`src/rtl/vec_mem_sequencer.sv`:
```
// vec_mem_sequencer: splits one vector load/store into LANES single-lane
// accesses on a lane-wide memory port using a req/ack handshake, assembles
// load data into a full vector and stalls the pipeline while in flight.
// Optional feature: define VMEM_TIMEOUT_EN to abort a lane that waits
// TIMEOUT cycles for mem_ack, raising a sticky err flag.
module vec_mem_sequencer #(
  parameter int LANES       = 4,
  parameter int LANE_W      = 8,
  parameter int ADDR_W      = 16,
  parameter int ADDR_STRIDE = 1,
  parameter int TIMEOUT     = 15
) (
  input  logic                      i_clk,
  input  logic                      i_rst_n,
  input  logic                      i_start,
  input  logic                      i_is_store,
  input  logic [ADDR_W-1:0]         i_base_addr,
  input  logic [LANES*LANE_W-1:0]   i_vec_wdata,
  input  logic                      i_flush,
  output logic                      o_busy,
  output logic                      o_done,
  output logic [LANES*LANE_W-1:0]   o_vec_rdata,
  output logic                      o_err,
  output logic                      o_mem_req,
  output logic                      o_mem_we,
  output logic [ADDR_W-1:0]         o_mem_addr,
  output logic [LANE_W-1:0]         o_mem_wdata,
  input  logic [LANE_W-1:0]         i_mem_rdata,
  input  logic                      i_mem_ack
);

  localparam int LANE_CNT_W = (LANES > 1) ? $clog2(LANES) : 1;
  localparam int VEC_W      = LANES * LANE_W;

  typedef enum logic [1:0] {
    ST_IDLE = 2'd0,
    ST_REQ  = 2'd1,
    ST_DONE = 2'd2
  } state_t;

  state_t                r_state;
  logic [LANE_CNT_W-1:0] r_lane;
  logic [VEC_W-1:0]      r_wdata_sh;
  logic [VEC_W-1:0]      r_vec_rdata;
  logic                  r_busy;
  logic                  r_done;
  logic                  r_mem_req;
  logic                  r_mem_we;
  logic [ADDR_W-1:0]     r_mem_addr;
  logic [LANE_W-1:0]     r_mem_wdata;

  logic w_accept;
  logic w_last;
  logic w_timeout;

  // A new access is taken from IDLE or DONE (back-to-back); flush always wins.
  assign w_accept = (r_state != ST_REQ) && i_start && !i_flush;
  assign w_last   = (r_lane == LANE_CNT_W'(LANES - 1));

`ifdef VMEM_TIMEOUT_EN
  localparam int WAIT_W = $clog2(TIMEOUT + 1);

  logic [WAIT_W-1:0] r_wait;
  logic              r_err;

  // The lane gives up on the cycle its wait count would reach TIMEOUT.
  assign w_timeout = (r_state == ST_REQ) && !i_flush && !i_mem_ack &&
                     (r_wait == WAIT_W'(TIMEOUT - 1));

  // Per-lane ack wait counter and sticky timeout error, cleared by a new access.
  always_ff @(posedge i_clk or negedge i_rst_n) begin
    if (!i_rst_n) begin
      r_wait <= '0;
      r_err  <= 1'b0;
    end else begin
      if (w_accept) begin
        r_err <= 1'b0;
      end else if (w_timeout) begin
        r_err <= 1'b1;
      end
      if ((r_state != ST_REQ) || i_mem_ack || i_flush) begin
        r_wait <= '0;
      end else begin
        r_wait <= r_wait + WAIT_W'(1);
      end
    end
  end

  assign o_err = r_err;
`else
  assign w_timeout = 1'b0;
  assign o_err     = 1'b0;
`endif

  // Sequencer FSM: all memory-port and pipeline outputs are registered here.
  always_ff @(posedge i_clk or negedge i_rst_n) begin
    if (!i_rst_n) begin
      r_state     <= ST_IDLE;
      r_lane      <= '0;
      r_wdata_sh  <= '0;
      r_vec_rdata <= '0;
      r_busy      <= 1'b0;
      r_done      <= 1'b0;
      r_mem_req   <= 1'b0;
      r_mem_we    <= 1'b0;
      r_mem_addr  <= '0;
      r_mem_wdata <= '0;
    end else begin
      r_done <= 1'b0;
      case (r_state)
        ST_REQ: begin
          if (i_flush) begin
            r_state   <= ST_IDLE;
            r_busy    <= 1'b0;
            r_mem_req <= 1'b0;
            r_mem_we  <= 1'b0;
          end else if (i_mem_ack) begin
            if (!r_mem_we) begin
              r_vec_rdata[r_lane*LANE_W +: LANE_W] <= i_mem_rdata;
            end
            if (w_last) begin
              r_state   <= ST_DONE;
              r_done    <= 1'b1;
              r_busy    <= 1'b0;
              r_mem_req <= 1'b0;
              r_mem_we  <= 1'b0;
            end else begin
              r_lane      <= r_lane + LANE_CNT_W'(1);
              r_mem_addr  <= r_mem_addr + ADDR_W'(ADDR_STRIDE);
              r_mem_wdata <= r_wdata_sh[LANE_W-1:0];
              r_wdata_sh  <= r_wdata_sh >> LANE_W;
            end
          end else if (w_timeout) begin
            r_state   <= ST_DONE;
            r_done    <= 1'b1;
            r_busy    <= 1'b0;
            r_mem_req <= 1'b0;
            r_mem_we  <= 1'b0;
          end
        end
        default: begin
          r_busy    <= 1'b0;
          r_mem_req <= 1'b0;
          if (w_accept) begin
            r_state     <= ST_REQ;
            r_lane      <= '0;
            r_busy      <= 1'b1;
            r_mem_req   <= 1'b1;
            r_mem_we    <= i_is_store;
            r_mem_addr  <= i_base_addr;
            r_mem_wdata <= i_vec_wdata[LANE_W-1:0];
            r_wdata_sh  <= i_vec_wdata >> LANE_W;
          end else begin
            r_state <= ST_IDLE;
          end
        end
      endcase
    end
  end

  assign o_busy      = r_busy;
  assign o_done      = r_done;
  assign o_vec_rdata = r_vec_rdata;
  assign o_mem_req   = r_mem_req;
  assign o_mem_we    = r_mem_we;
  assign o_mem_addr  = r_mem_addr;
  assign o_mem_wdata = r_mem_wdata;

endmodule

```
`config.mk`:
```
export PLATFORM = sky130hd
export DESIGN_NAME = vec_mem_sequencer
export DESIGN_NICKNAME = d
export VERILOG_FILES = /design/src/rtl/vec_mem_sequencer.sv
export SDC_FILE = /design/constraint.sdc
export NUM_CORES = 1
export LEC_CHECK = 0
export ABC_AREA = 1
export BUFFER_PORTS_ARGS = -buffer_cell sky130_fd_sc_hd__buf_4
export CAP_MARGIN = 20
export CORE_ASPECT_RATIO = 0.8
export CORE_MARGIN = 4
export CORE_UTILIZATION = 47
export DETAILED_ROUTE_END_ITERATION = 12
export GPL_TIMING_DRIVEN = 1
export PLACE_DENSITY = 0.88
export SYNTH_ARGS = -nofsm -noshare
export SYNTH_HDL_FRONTEND = slang
export SYNTH_SLANG_ARGS = --single-unit
```
`constraint.sdc`:
```
create_clock -name i_clk -period 1.8 [get_ports i_clk]
set_input_delay 0.36 -clock i_clk [delete_from_list [all_inputs] [get_ports i_clk]]
set_output_delay 0.36 -clock i_clk [all_outputs]
set_load 0.005 [all_outputs]
```
==> results.sh, run 1 <==
export IMPL_status="finished clean"
export IMPL_gr_total_overflow=0
export IMPL_end_kind="flop"
export IMPL_fin_crit_ps=1680
export IMPL_hold_path_class="in2reg"
export IMPL_required_ps=2050
export IMPL_critPathTopFamily="flip-flops"
export IMPL_grt_pass1_wl_um=18800
export IMPL_fin_skew_ps=3.97
export IMPL_maxSlewViolCount=0
export IMPL_synth_top_area_share_pct=48.8
export IMPL_via_per_inst=5.07
export IMPL_final_layout_size_suffix_gt1_share_pct=23.7
export IMPL_critical_path_class="reg2reg"
export IMPL_area_growth_pct=30.4
export IMPL_fin_crit_sh_pct=93.3
export IMPL_ys_seq_area_share_pct=48.8
export IMPL_cpMostUsedCell="nand2_1"
export IMPL_synth_area_um2=4410
export IMPL_diodes=0
export IMPL_yosysTopAreaCell="dfrtp_1"
export IMPL_synth_area_leaders="dfrtp_1 (49%), nand2_1 (17%), o21ai_0 (8.3%), inv_1 (4.8%), nand3_1 (4.3%)"
export IMPL_first_pass_iters=5
export IMPL_path_buf_inv=2
export IMPL_cp_start_kind="flop"
export IMPL_die_h_um=94.7
export IMPL_p_per_area_nw_per_um2=1180
export IMPL_slowest_delay_ps=410
export IMPL_ctsLongestPathBuffers=2
export IMPL_syn_nets=646
export IMPL_setup_viol=0
export IMPL_cts_tree="yes"
export IMPL_ys_types=31
export IMPL_grt_usage_pct=21.5
export IMPL_synth_edf_count=0
export IMPL_grt_pass1_vias=4076
export IMPL_synthArstFlopShare_pct=100
export IMPL_grt_antenna_before_repair=0
export IMPL_synthFlopType="dfrtp_1"
export IMPL_die_width_um=116
export IMPL_start_util_pct=48.4
export IMPL_max_freq_mhz=595
export IMPL_fin_util_pct=63.1
export IMPL_finalHoldViolations=0
export IMPL_crit_arrival_ps=1930
export IMPL_ir_drop_mv=0.738
export IMPL_nets=764
export IMPL_path_cells="inv_1 > ha_2 > nand2_1 > nor3_2 > buf_4 > nand2_1 > a21oi_1"
export IMPL_port_buffers=121
export IMPL_place_gp_congestion=0.861
export IMPL_grt_max_degree=56
export IMPL_slowest_stage="dfrtp_1"
export IMPL_vias=4134
export IMPL_ys_seq_elements=86
export IMPL_total_power_mw=6.81
export IMPL_cts_root_buf="clkbuf_16"
export IMPL_setup_slack_ps=120
export IMPL_drv_cap=0
export IMPL_ioPinCount=123
export IMPL_synth_cells=577
export IMPL_dr_first_iter_drc_count=339
export IMPL_synth_avg_cell_area_um2=7.65
export IMPL_power_leakage_nw=3.08
export IMPL_clk_pin_slew_worst_paths_ps=60
export IMPL_synth_warnings=0
export IMPL_worstSkewPairLatency_ps=330
export IMPL_ant_nets=0
export IMPL_cts_buffers=9
export IMPL_die_area_um2=11000
export IMPL_drc_errors=0
export IMPL_h_tree_depth=3
export IMPL_drt_wl_total_um=11400
export IMPL_crit_fanout=8
export IMPL_num_fill_cells=749
export IMPL_num_rows=31
export IMPL_dp_slack_ps=137
export IMPL_design_core_area_um2=9110
export IMPL_wl_per_cell_um=13.9
export IMPL_place_hpwl_um=8410
export IMPL_cts_sinks=86
-- cells in the mapped netlist, types with 4 or more instances --
library cell  instances
buf_2                 9
o21ai_1               5
nor2_4                4
nand3_1              38
ha_1                  7
nor2_1               50
buf_4                 5
nand2_1             195
inv_1                57
dfrtp_1              86
clkbuf_1              9
a21oi_1               8
o21ai_0              73
-- cell type report --
| type | count | area (um2) | share of cell area (%) |
|---|---|---|---|
| Clock buffer | 11 | 243 | 4.22 |
| Clock inverter | 5 | 33.8 | 0.587 |
| Inverter | 60 | 230 | 4.00 |
| Multi-Input combinational cell | 408 | 1950 | 33.8 |
| Sequential cell | 86 | 2150 | 37.4 |
| Tap cell | 115 | 144 | 2.50 |
| Timing Repair Buffer | 130 | 1000 | 17.4 |
-- cells in the final DEF (no fill, tap or decap), types with 2 or more instances in the layout --
| cell type | synthesis | layout |
|---|---|---|
| nand2_1 | 195 | 195 |
| buf_4 | 5 | 127 |
| dfrtp_1 | 86 | 86 |
| o21ai_0 | 73 | 73 |
| inv_1 | 57 | 57 |
| nor2_1 | 50 | 49 |
| nand3_1 | 38 | 38 |
| clkbuf_16 | 0 | 9 |
| a21oi_1 | 8 | 8 |
| ha_1 | 7 | 6 |
| nor2_4 | 4 | 5 |
| o21ai_1 | 5 | 5 |
| or2_2 | 3 | 3 |
| nand4_1 | 3 | 3 |
| xor2_1 | 3 | 3 |
| xnor2_1 | 3 | 3 |
| inv_4 | 0 | 2 |
| nor2_2 | 1 | 2 |
| a21oi_2 | 2 | 2 |
| o211ai_1 | 2 | 2 |
| clkinvlp_4 | 0 | 2 |
| clkinv_2 | 0 | 2 |
| buf_12 | 0 | 2 |
-- kinds of logic after synthesis --
kind of cell	share of synthesized area [%]
and+or+nand+nor	28.9
AOI/OAI and AO/OA	11.1
DFF	48.8
buffers and inverters	8.00
adders and majority gates	1.98
xor gates and xnor gates	1.19
other	0.0850
-- what timing repair did --
item / 4_1_cts / 5_1_grt
resized for setup: 0 / 7
hold buffers: 1 / 0
hold endpoints to repair: 17 / 0
setup endpoints to repair: 0 / 15
setup buffers: 0 / 0
-- sequential cells by signal, indices dropped and copies added, names as in the netlist --
register / count
o_vec_rdata: 32
r_wdata_sh: 24
o_mem_addr: 16
o_mem_wdata: 8
r_lane: 2
r_state: 2
o_done: 1
o_mem_we: 1
-- power breakdown --
part	leakage, nW	internal, mW	switching [mW]
Combinational	1.84	1.02	1.20
Clock	0.132	0.973	0.749
Sequential	1.11	2.46	0.402
Total	3.08	4.46	2.35
-- layer usage --
metal | vias up | wire length, um | GRT usage (%)
met5 | - | 0 | 0
met4 | 0 | 119 | 5.02
met3 | 14 | 747 | 4.93
met2 | 138 | 5550 | 35.7
met1 | 1935 | 4940 | 28.7
li1 | 2047 | - | -
-- per-stage QoR --
stage	instances	area (um2)	TNS (ps)	hold slack, ps
3_5_place_dp	797	5430	0	348
4_1_cts	814	5720	0	232
5_1_grt	815	5750	-0.816	246
6_report	815	5750	0	246
3_3_place_gp	797	5430	0	343
2_1_floorplan	577	4410	0	64.4
-- worst register-to-register path, stage by stage (launching register included) --
cell and delay [ps]:
dfrtp_1 410, inv_1 140, ha_2 410, nand2_1 110, nor3_2 130, buf_4 170, nand2_1 60, a21oi_1 170
-- worst paths after layout --
path / startpoint / to / slack (ps) / cells past startpoint
setup reg to reg: r_lane[0] / o_vec_rdata[19] / 120 / 7
hold / removal: i_vec_wdata[31] / r_wdata_sh[23] / 250 / 3
min in group asynchronous: i_rst_n / o_vec_rdata[23] / 530 / 2
hold reg to reg: o_mem_wdata[2] / o_mem_wdata[2] / 480 / 2
max in group asynchronous: i_rst_n / o_vec_rdata[15] / 630 / 3
setup / recovery: r_lane[0] / o_vec_rdata[19] / 120 / 7
Power figures use the tool's default switching activity.
==> run 2: changes to the inputs <==
CORE_UTILIZATION = 57   (was 47)
PLACE_DENSITY = 0.95   (was 0.88)
clock period = 2 ns   (was 1.8 ns; I/O delays follow)
==> results.sh, run 2 (synthesis gave the netlist of run 1 again) <==
export IMPL_status="finished with violations"
export IMPL_violations="hold timing"
export IMPL_fin_crit_ps=1770
export IMPL_r2r_slack_ps=230
export IMPL_grt_pass1_wl_um=18800
export IMPL_dr_first_iter_drc_count=240
export IMPL_first_pass_iters=5
export IMPL_placed_cells=786
export IMPL_final_layout_size_suffix_gt1_share_pct=23.4
export IMPL_cpMostUsedCell="nand2_1"
export IMPL_diodes=0
export IMPL_switchingPower_mw=2.05
export IMPL_cp_start_kind="flop"
export IMPL_die_width_um=106
export IMPL_max_freq_mhz=565
export IMPL_nets=761
export IMPL_fin_skew_ps=11.8
export IMPL_power_frac_clock_pct=19.8
export IMPL_h_tree_depth=3
export IMPL_worstSkewPairLatency_ps=340
export IMPL_switching_share_pct=36.2
export IMPL_finalHoldViolations=2
export IMPL_hold_slack_ps=-4.67
export IMPL_path_cells="inv_1 > ha_1 > inv_2 > nand2_1 > nor3_2 > nand2_1 > a21oi_1"
export IMPL_cts_root_buf="clkbuf_8"
export IMPL_critical_path_class="reg2reg"
export IMPL_drt_wl_total_um=11200
export IMPL_die_area_um2=9220
export IMPL_grt_antenna_before_repair=0
export IMPL_most_common_layout_cells="nand2_1 (195), buf_4 (126), dfrtp_1 (86)"
export IMPL_vias=4168
export IMPL_crit_fanout=10
export IMPL_design_core_area_um2=7460
export IMPL_crit_arrival_ps=2030
export IMPL_cts_buffers=9
export IMPL_setup_viol=0
export IMPL_gr_total_overflow=0
export IMPL_ant_nets=0
export IMPL_total_power_mw=5.65
export IMPL_dp_slack_ps=265
export IMPL_p_per_area_nw_per_um2=1010
export IMPL_place_area_um2=5410
export IMPL_cts_sinks=86
export IMPL_cts_resized=0
export IMPL_hold_path_class="in2async"
export IMPL_tightest_slew_ps=735
export IMPL_largest_reg_flops=32
export IMPL_grt_max_degree=56
export IMPL_postCtsHoldBufs=0
export IMPL_port_buffers=121
export IMPL_reg2reg_depth=7
export IMPL_via_per_inst=5.20
export IMPL_wl_per_cell_um=13.9
export IMPL_grtUsageMet3_pct=5.66
export IMPL_grtUsageMet2_pct=42.9
export IMPL_grt_usage_pct=25.2
export IMPL_rr_startpoint="r_lane[1]"
export IMPL_gr_usage_met1_pct=33.2
export IMPL_grt_pass1_vias=4095
export IMPL_clk_pin_slew_worst_paths_ps=90
export IMPL_slowest_delay_ps=420
export IMPL_grt_setup_unrepaired="false"
export IMPL_tns_ps=0
export IMPL_pwr_share_comb_pct=35.0
export IMPL_required_ps=2260
export IMPL_post_cts_buffers=0
export IMPL_pwr_share_seq_pct=45.2
export IMPL_place_hpwl_um=8350
export IMPL_cts_tree="yes"
export IMPL_ir_drop_mv=0.511
export IMPL_final_cell_count_no_fill=802
export IMPL_drv_cap=0
export IMPL_layout_commonest_cell="nand2_1"
export IMPL_internal_power_mw=3.60
export IMPL_setup_slack_ps=230
export IMPL_cp_startpoint="r_lane[1]"
export IMPL_ioPinCount=123
export IMPL_fin_util_pct=74.9
export IMPL_final_cell_area_um2=5590
export IMPL_drc_errors=0
export IMPL_maxSlewViolCount=0
export IMPL_fin_crit_sh_pct=88.5
export IMPL_num_rows=28
export IMPL_maxSlewHeadroom_pct=51.0
export IMPL_end_kind="flop"
export IMPL_slowest_stage="dfrtp_1"
export IMPL_die_h_um=86.7
export IMPL_busiest_layer="met2"
export IMPL_ctsLongestPathBuffers=2
export IMPL_start_util_pct=59.1
export IMPL_area_growth_pct=26.7
export IMPL_place_gp_congestion=0.975
export IMPL_power_leakage_nw=3.04
-- run 2: cell count changes in the layout (fill, tap and decap cells not counted), moves of 2 or more --
cell / previous run / this run
clkbuf_8: 1 / 10
clkbuf_16: 9 / 0
inv_4: 2 / 0
inv_2: 1 / 3
-- run 2: worst paths after layout --
path	end
setup / recovery	o_vec_rdata[17]
hold / removal	o_vec_rdata[17]
setup reg to reg	o_vec_rdata[17]
hold reg to reg	o_mem_wdata[2]
max in group asynchronous	r_wdata_sh[14]
min in group i_clk	r_wdata_sh[23]
-- run 2: area by class of cell --
class / instances / area, um2
Clock buffer: 10 / 138
Fill cell: 577 / 1870
Multi-Input combinational cell: 407 / 1920
Inverter: 60 / 225
Tap cell: 105 / 131
Sequential cell: 86 / 2150
Timing Repair Buffer: 128 / 986
Clock inverter: 6 / 43.8
-- run 2: critical path, delay by kind of cell (launching register included) --
family	cells	cell delay, ps
simple gates	3	600
flops	1	420
compound gates	1	190
fa+ha+maj	1	220
buf+inv	2	280
-- run 2: routing by layer --
layer | vias to the layer above | wire length (um)
li1 | 2037 | -
met1 | 1949 | 4770
met2 | 158 | 5490
met3 | 24 | 704
met4 | 0 | 204
met5 | - | 0
-- run 2: power groups by stage --
stage	logic [mW]	registers, mW	clock network (mW)
4_1_cts	1.98	2.55	1.13
6_report	1.98	2.56	1.12
3_3_place_gp	1.86	2.56	0
5_1_grt	2.23	2.61	1.21
3_5_place_dp	1.97	2.58	0
2_1_floorplan	1.00	2.55	0
